--- src/rtl/uart_rx_fsm.sv ---
// UART receive controller: start-bit detection, per-bit edge counting and sampler enable,
// LSB-first deserialization, optional parity and stop-bit checks with one-cycle result strobes.
module uart_rx_fsm #(
   parameter int Prescale_Width = 6,
   parameter int DATA_WIDTH     = 8
) (
   input  logic                      CLK,
   input  logic                      RST,
   input  logic                      RX_IN,
   input  logic [Prescale_Width-1:0] Prescale,
   input  logic                      PAR_EN,
   input  logic                      PAR_TYP,
   input  logic                      sampled_bit,
   output logic                      dat_samp_en,
   output logic [Prescale_Width-1:0] edge_cnt,
   output logic [DATA_WIDTH-1:0]     P_DATA,
   output logic                      data_valid,
   output logic                      parity_error,
   output logic                      stop_error
);

   // state  | meaning
   // IDLE   | line idle; waits for RX_IN low with a supported Prescale
   // START  | timing the start bit; a 1 at bit end is a false start
   // DATA   | shifting in DATA_WIDTH bits, LSB first
   // PARITY | comparing the parity bit against the received byte
   // STOP   | checking the stop bit; result strobes register for the next cycle
   localparam logic [2:0] S_IDLE   = 3'd0;
   localparam logic [2:0] S_START  = 3'd1;
   localparam logic [2:0] S_DATA   = 3'd2;
   localparam logic [2:0] S_PARITY = 3'd3;
   localparam logic [2:0] S_STOP   = 3'd4;

   localparam logic [3:0]                LAST_BIT = 4'(DATA_WIDTH - 1);
   localparam logic [Prescale_Width-1:0] ONE      = Prescale_Width'(1);

   logic [2:0]                state_q, state_d;
   logic [Prescale_Width-1:0] edge_q, edge_d;
   logic [Prescale_Width-1:0] pre_q, pre_d;
   logic [3:0]                bit_q, bit_d;
   logic [DATA_WIDTH-1:0]     shreg_q, shreg_d;
   logic [DATA_WIDTH-1:0]     pdata_q, pdata_d;
   logic                      par_en_q, par_en_d;
   logic                      par_typ_q, par_typ_d;
   logic                      par_err_q, par_err_d;
   logic                      dv_q, dv_d;
   logic                      pe_q, pe_d;
   logic                      se_q, se_d;

   logic pre_ok;
   logic bit_end;
   logic exp_par;
   logic stp_err;

   always_comb begin
      pre_ok  = (Prescale == Prescale_Width'(4))  || (Prescale == Prescale_Width'(8)) ||
                (Prescale == Prescale_Width'(16)) || (Prescale == Prescale_Width'(32));
      bit_end = (edge_q == (pre_q - ONE));
      exp_par = par_typ_q ? ~^shreg_q : ^shreg_q;
      stp_err = ~sampled_bit;
   end

   always_comb begin
      state_d   = state_q;
      pre_d     = pre_q;
      bit_d     = bit_q;
      shreg_d   = shreg_q;
      pdata_d   = pdata_q;
      par_en_d  = par_en_q;
      par_typ_d = par_typ_q;
      par_err_d = par_err_q;
      dv_d      = 1'b0;
      pe_d      = 1'b0;
      se_d      = 1'b0;

      if (state_q == S_IDLE) begin
         edge_d = '0;
      end else if (bit_end) begin
         edge_d = '0;
      end else begin
         edge_d = edge_q + ONE;
      end

      case (state_q)
         S_IDLE: begin
            bit_d     = '0;
            par_err_d = 1'b0;
            if (!RX_IN && pre_ok) begin
               state_d   = S_START;
               pre_d     = Prescale;
               par_en_d  = PAR_EN;
               par_typ_d = PAR_TYP;
            end
         end
         S_START: begin
            if (bit_end) begin
               state_d = sampled_bit ? S_IDLE : S_DATA;
            end
         end
         S_DATA: begin
            if (bit_end) begin
               shreg_d = {sampled_bit, shreg_q[DATA_WIDTH-1:1]};
               bit_d   = bit_q + 4'd1;
               if (bit_q == LAST_BIT) begin
                  state_d = par_en_q ? S_PARITY : S_STOP;
               end
            end
         end
         S_PARITY: begin
            if (bit_end) begin
               if (sampled_bit != exp_par) begin
                  par_err_d = 1'b1;
               end
               state_d = S_STOP;
            end
         end
         S_STOP: begin
            if (bit_end) begin
               // P_DATA only moves on a clean frame so software always sees the last good byte
               dv_d = ~par_err_q & ~stp_err;
               pe_d = par_err_q;
               se_d = stp_err;
               if (~par_err_q & ~stp_err) begin
                  pdata_d = shreg_q;
               end
               state_d   = S_IDLE;
               bit_d     = '0;
               par_err_d = 1'b0;
            end
         end
         default: begin
            state_d = S_IDLE;
         end
      endcase
   end

   always_ff @(posedge CLK or negedge RST) begin
      if (!RST) begin
         state_q   <= S_IDLE;
         edge_q    <= '0;
         pre_q     <= '0;
         bit_q     <= '0;
         shreg_q   <= '0;
         pdata_q   <= '0;
         par_en_q  <= 1'b0;
         par_typ_q <= 1'b0;
         par_err_q <= 1'b0;
         dv_q      <= 1'b0;
         pe_q      <= 1'b0;
         se_q      <= 1'b0;
      end else begin
         state_q   <= state_d;
         edge_q    <= edge_d;
         pre_q     <= pre_d;
         bit_q     <= bit_d;
         shreg_q   <= shreg_d;
         pdata_q   <= pdata_d;
         par_en_q  <= par_en_d;
         par_typ_q <= par_typ_d;
         par_err_q <= par_err_d;
         dv_q      <= dv_d;
         pe_q      <= pe_d;
         se_q      <= se_d;
      end
   end

   // The sampler clears its decision when disabled, so enable spans every non-idle cycle
   assign dat_samp_en  = (state_q != S_IDLE);
   assign edge_cnt     = edge_q;
   assign P_DATA       = pdata_q;
   assign data_valid   = dv_q;
   assign parity_error = pe_q;
   assign stop_error   = se_q;

endmodule

--- config.mk ---
export PLATFORM = sky130hd
export DESIGN_NAME = uart_rx_fsm
export DESIGN_NICKNAME = d
export VERILOG_FILES = /design/src/rtl/uart_rx_fsm.sv
export SDC_FILE = /design/constraint.sdc
export NUM_CORES = 1
export LEC_CHECK = 0
export ABC_AREA = 1
export BUFFER_PORTS_ARGS = -buffer_cell sky130_fd_sc_hd__buf_2
export CAP_MARGIN = 10
export CORE_MARGIN = 2
export CORE_UTILIZATION = 51
export DETAILED_ROUTE_END_ITERATION = 8
export GPL_TIMING_DRIVEN = 0
export PLACE_DENSITY = 0.76
export SYNTH_ARGS = -nofsm -noshare
export SYNTH_HDL_FRONTEND = slang
export SYNTH_SLANG_ARGS = --single-unit
--- constraint.sdc ---
create_clock -name CLK -period 1.7 [get_ports CLK]
set_input_delay 0.34 -clock CLK [delete_from_list [all_inputs] [get_ports CLK]]
set_output_delay 0.34 -clock CLK [all_outputs]
set_load 0.01 [all_outputs]
# Word level (Yosys, flattened, before mapping)
# Index checks and enable logic that the tools add are counted.
# Widths: inputs -> output; s select.
[classes]
add_sub_neg = 3
eq_ne = 18
muxes = 25
n_bitwise = 3
n_reduce_logical = 17
[op_table]
columns = ["cell", "n"]
rows = [
  ["$mux 3", 7],
  ["$pmux 3 s5", 1],
  ["$mux 6", 2],
  ["$ne 2x2->1 const B", 6],
  ["$pmux 4 s3", 1],
  ["$mux 1", 10],
  ["$reduce_bool 3->1", 3],
  ["$mux 4", 2],
  ["$reduce_xnor 8->1", 1],
  ["$reduce_xor 8->1", 1],
  ["$add 6x1->6 const B", 1],
  ["$eq 3x2->1 const B", 2],
  ["$eq 6x3->1 const B", 1],
  ["$eq 6x4->1 const B", 1],
  ["$eq 6x5->1 const B", 1],
  ["$eq 6x6->1", 1],
  ["$eq 6x6->1 const B", 1],
  ["$reduce_and 3->1", 2],
  ["$reduce_and 6->1", 1],
  ["$sub 6x1->6 const B", 1],
  ["$add 4x1->4 const B", 1],
  ["$eq 4x3->1 const B", 1],
  ["$reduce_and 2->1", 2],
  ["$reduce_and 4->1", 1],
  ["12 further kinds", 15],
]
[word_totals]
reg_bits = 41
wordCells = 78

# Logic depth before layout (Yosys ltp)
[depth]
ltp_word = 7
depth_mapped = 13
ltp_nobuf = 13

# Worst setup path before layout
# OpenSTA, ideal clock, no wires.
[synth_path]
kind = "register -> register"
from = "register pre_q[0]"
to = "register pdata_q[0], in the netlist P_DATA[0]"
arrival_time_ns = 1.566
path_slack_ns = 0.017
stages_incl_launch_ff = 13
synth_period_minus_slack_ns = 1.683
path_cell_list = "dfrtp_1 -> inv_1 -> ha_1 -> nand2_1 -> nand2_1 -> nor2_1 -> nand2_1 -> nor2_2 -> nand3_4 -> inv_4 -> nand2_2 -> nand2_1 -> nand2_1"
[synth_via]
elab_chain_cells = 3
[synth_rtl]
columns = ["item", "line", "text"]
rows = [
  ["from (decl)", "39", "logic [Prescale_Width-1:0] pre_q, pre_d;"],
  ["from (signal assigned)", "154", "pre_q <= pre_d;"],
  ["$sub 6x1->6", "58", "bit_end = (edge_q == (pre_q - ONE));"],
  ["$eq 6x6->1", "58", ""],
  ["$reduce_and 3->1 (no source line)", "n/a", ""],
  ["to (signal assigned)", "157", "pdata_q <= pdata_d;"],
  ["to (decl)", "42", "logic [DATA_WIDTH-1:0] pdata_q, pdata_d;"],
]
# Every way passes these cells.
# A chain may end at the register's enable or synchronous reset.

# Worst setup path in the final report
[layout_path]
from = "register pre_q[0]"
to = "register shreg_q[2]"
[layout_via]
elab_chain_cells = 3
[layout_rtl]
columns = ["item", "line", "text"]
rows = [
  ["$sub 6x1->6", "58", ""],
  ["$eq 6x6->1", "58", ""],
  ["$reduce_and 2->1 (no source line)", "n/a", ""],
  ["to (signal assigned)", "156", "shreg_q <= shreg_d;"],
  ["to (decl)", "41", "logic [DATA_WIDTH-1:0] shreg_q, shreg_d;"],
]
# Every way passes these cells.

==> Flow_metrics.wiki <==
{| class="wikitable"
! Metric !! Value
|-
| Outcome || finished, violations left
|-
| Violations in the final reports || setup timing
|-
| CTS clk-pin slew, worst paths || 0.08 ns
|-
| Final Instance Count excl. Fillers || 397
|-
| Routed Wire Length || 4680 um
|-
| Vias post-DR || 1,995
|-
| Clock power frac || 21.2%
|-
| Bufs on Longest Clock Path || 2
|-
| Flip-flop and latch count after synthesis || 41
|-
| Sequential cell area || 1030 um^2
|-
| Type of destination of the critical path || register
|-
| Required time reported for the critical path endpoint || 1.89 ns
|-
| Cell Count Post-Placement || 381
|-
| Total power consumption of the routed design || 3.30 mW
|-
| Cell internal pwr || 1.99 mW
|-
| Number of design rule violations left after detail routing || 0
|-
| Final design area excluding fillers || 2720 um^2
|-
| Final nets || 359
|-
| Routability Congestion || 0.817
|-
| Clock tree from TritonCTS || built
|-
| Wire length of the first global-routing pass || 8300 um
|-
| Height of the die || 70.1 um
|-
| GRT Util Overall || 21.0%
|-
| Horizontal extent of the die || 70.1 um
|-
| Inserted Clock Buffers || 5
|-
| Period minus WS final || 1.77 ns
|-
| Post-Place Worst Slack || -0.229 ns
|-
| Commonest non-fill, non-tap cells in the layout || nand2_1, dfrtp_1, inv_1
|-
| Arrival time at the worst endpoint || 1.96 ns
|-
| Part of the total power dissipated in sequential elements || 39.6%
|-
| Cell family contributing the most delay on the critical path || simple AND/OR/NAND/NOR gates
|-
| Slowest library cell on the worst path || dfrtp_1
|-
| Final Hold Slack || 0.160 ns
|-
| Root buffer cell || clkbuf_8
|-
| Net switching power figure || 1.32 mW
|-
| Placed Instance Area || 2440 um^2
|-
| Count of final setup violators || 27
|-
| Post-synthesis instance total || 300
|-
| Final core utilization || 63.2%
|-
| Mapped Area || 2230 um^2
|-
| Clock Latency Late Sink || 0.29 ns
|-
| Ports placed on the boundary || 30
|-
| Normalized max-slew margin || 40.9%
|-
| Average routed wire per standard cell || 11.8 um
|-
| Hold bufs inserted after CTS || 0
|-
| Biggest fanout along the worst timing path || 5
|-
| Critical Path Max Stage Delay || 0.37 ns
|-
| Share of Yosys cell area claimed by the top area cell type || 46.1%
|-
| Iteration-0 DRC Markers || 162
|-
| Worst vdd ir || 0.597 mV
|-
| Fraction of the cycle the final worst path needs || 104%
|-
| Total Neg Setup Slack || -0.875 ns
|-
| Cells along the critical path || inv_2 > ha_4 > inv_2 > nand2_1 > nand2_1 > nor2_1 > nand2_1 > nor2_2 > nand3_4 > nor2_4 > buf_6 > o21ai_2
|-
| Peak Freq || 566 MHz
|-
| Sw Share || 39.9%
|-
| Footprint of the multi-input gates || 1090 um^2
|-
| Setup repair after global routing missed its margin || yes
|-
| Count of yosys warnings during synthesis || 0
|-
| Via count of the first global-routing pass || 1,905
|-
| Input/output buffers || 29
|-
| Syn-to-layout area delta || 21.9%
|-
| Clock sink total || 41
|-
| Fillers || 378
|-
| Initial antenna violation count || 0
|-
| Critical path's most frequent cell || nand2_1
|-
| Via-to-Cell Ratio || 5.03
|-
| Synth Net Count || 315
|-
| Number of levels in the clock H-tree || 2
|-
| Actual slew at the worst max-slew pin || 0.886 ns
|-
| Critical path buffer and inverter count || 3
|-
| Kind of path behind the tightest hold check || input pin to async pin
|-
| Power per standard cell area || 1220 nW/um^2
|-
| Final antenna diode count || 0
|-
| R2r setup slk || -0.07 ns
|-
| Part of the total power dissipated in combinational logic || 39.2%
|-
| Fraction of the yosys area taken by sequential cells || 46.1%
|-
| Commonest non-fill, non-tap cell in the layout || nand2_1
|-
| Unique cell type count in the Yosys netlist || 26
|-
| Final Hold Vio Count || 0
|-
| Detail Route Antenna Nets || 0
|-
| Fraction of layout instances using a drive strength above 1 || 23.8%
|-
| Starting Density || 51.9%
|-
| Pleak || 1.51 nW
|-
| Synth area leaders || dfrtp_1, nand2_1, inv_1
|-
| Number of placement rows || 24
|-
| Max-cap violations || 0
|-
| Detailed-routing iteration count for the pre-antenna-repair pass || 4
|-
| Largest net degree at the start of global routing || 42
|-
| Count of pins over their slew limit || 0
|-
| Final global-route overflow total || 0
|-
| Std-Cell Core Area || 4290 um^2
|-
| Final worst clock skew || 0.00545 ns
|-
| Post-route setup slack || -0.0676 ns
|-
| Total die area || 4910 um^2
|-
| WS Path Type || register to register
|-
| Cell type contributing the most total cell area after synthesis || dfrtp_1
|-
| Type of element launching the critical path || register
|-
| Synthesized area per cell || 7.42 um^2
|-
| HPWL Detailed || 3210 um
|}
==> power by group through the flow <==
| stage | Clock [mW] | Sequential, mW | Combinational, mW |
|---|---|---|---|
| CTS | 0.713 | 1.31 | 1.22 |
| global placement | 0 | 1.31 | 1.10 |
| floorplan | 0 | 1.30 | 0.862 |
| detailed placement | 0 | 1.32 | 1.14 |
| global route | 0.751 | 1.34 | 1.50 |
| finish | 0.699 | 1.31 | 1.29 |
==> logic make-up after synthesis <==
| logic type | share of synthesized area, % |
|---|---|
| AND/OR/NAND/NOR | 34.4 |
| buffers and inverters | 9.38 |
| flip-flops | 46.1 |
| AO/OA/AOI/OAI | 4.21 |
| XOR/XNOR | 4.27 |
| adder cells (fa/ha/maj) | 1.69 |
==> timing repair <==
action / CTS / global route
pin swaps: 22 / 8
setup buffers: 6 / 1
endpoints found under the setup margin: 34 / 34
resized for setup: 27 / 10
gates cloned: 1 / 0
==> state kept, by name (all words and copies together), names as in the netlist <==
name,count
P_DATA,8
shreg_q,8
edge_cnt,6
pre_q,6
bit_q,4
state_q,3
data_valid,1
par_en_q,1
par_err_q,1
par_typ_q,1
parity_error,1
stop_error,1
==> per-layer routing <==
layer | part of all wire [%] | vias up | global-route usage [%]
met5 | 0 | - | 0
met4 | 1.3 | 0 | 5.98
met3 | 3.5 | 7 | 4.33
met2 | 49 | 29 | 36.7
met1 | 46 | 939 | 26.4
li1 | - | 1020 | -
==> path summary, 6_finish.rpt <==
| kind | startpoint | cells past startpoint | to |
|---|---|---|---|
| max | pre_q[0]$_DFFE_PN0P_ | 12 | shreg_q[2]$_DFFE_PN0P_ |
| min | RST | 1 | data_valid$_DFF_PN0_ |
| max reg2reg | pre_q[0]$_DFFE_PN0P_ | 12 | shreg_q[2]$_DFFE_PN0P_ |
| min reg2reg | P_DATA[5]$_DFFE_PN0P_ | 2 | P_DATA[5]$_DFFE_PN0P_ |
| max in group asynchronous | RST | 1 | pre_q[1]$_DFFE_PN0P_ |
| min in group CLK | PAR_EN | 3 | par_en_q$_DFFE_PN0P_ |
==> cell usage after synthesis, drive strengths merged <==
master,count
a21oi,3
a31oi,1
buf,5
dfrtp,41
ha,3
inv,41
nand2,126
nand3,25
nand3b,1
nand4,2
nor2,20
nor3,8
o211ai,1
o21ai,13
xnor2,5
xor2,5
==> area by class of cell <==
cell class | count | area share [%]
flip-flops and latches | 41 | 37.8
well taps | 52 | 2.40
inverters | 41 | 5.85
clock inverters | 1 | 0.184
multi-input cells | 213 | 40.2
plain buffers | 5 | 1.94
clock buffers | 7 | 3.55
repair buffers | 37 | 8.11
Power figures use the tool's default switching activity.
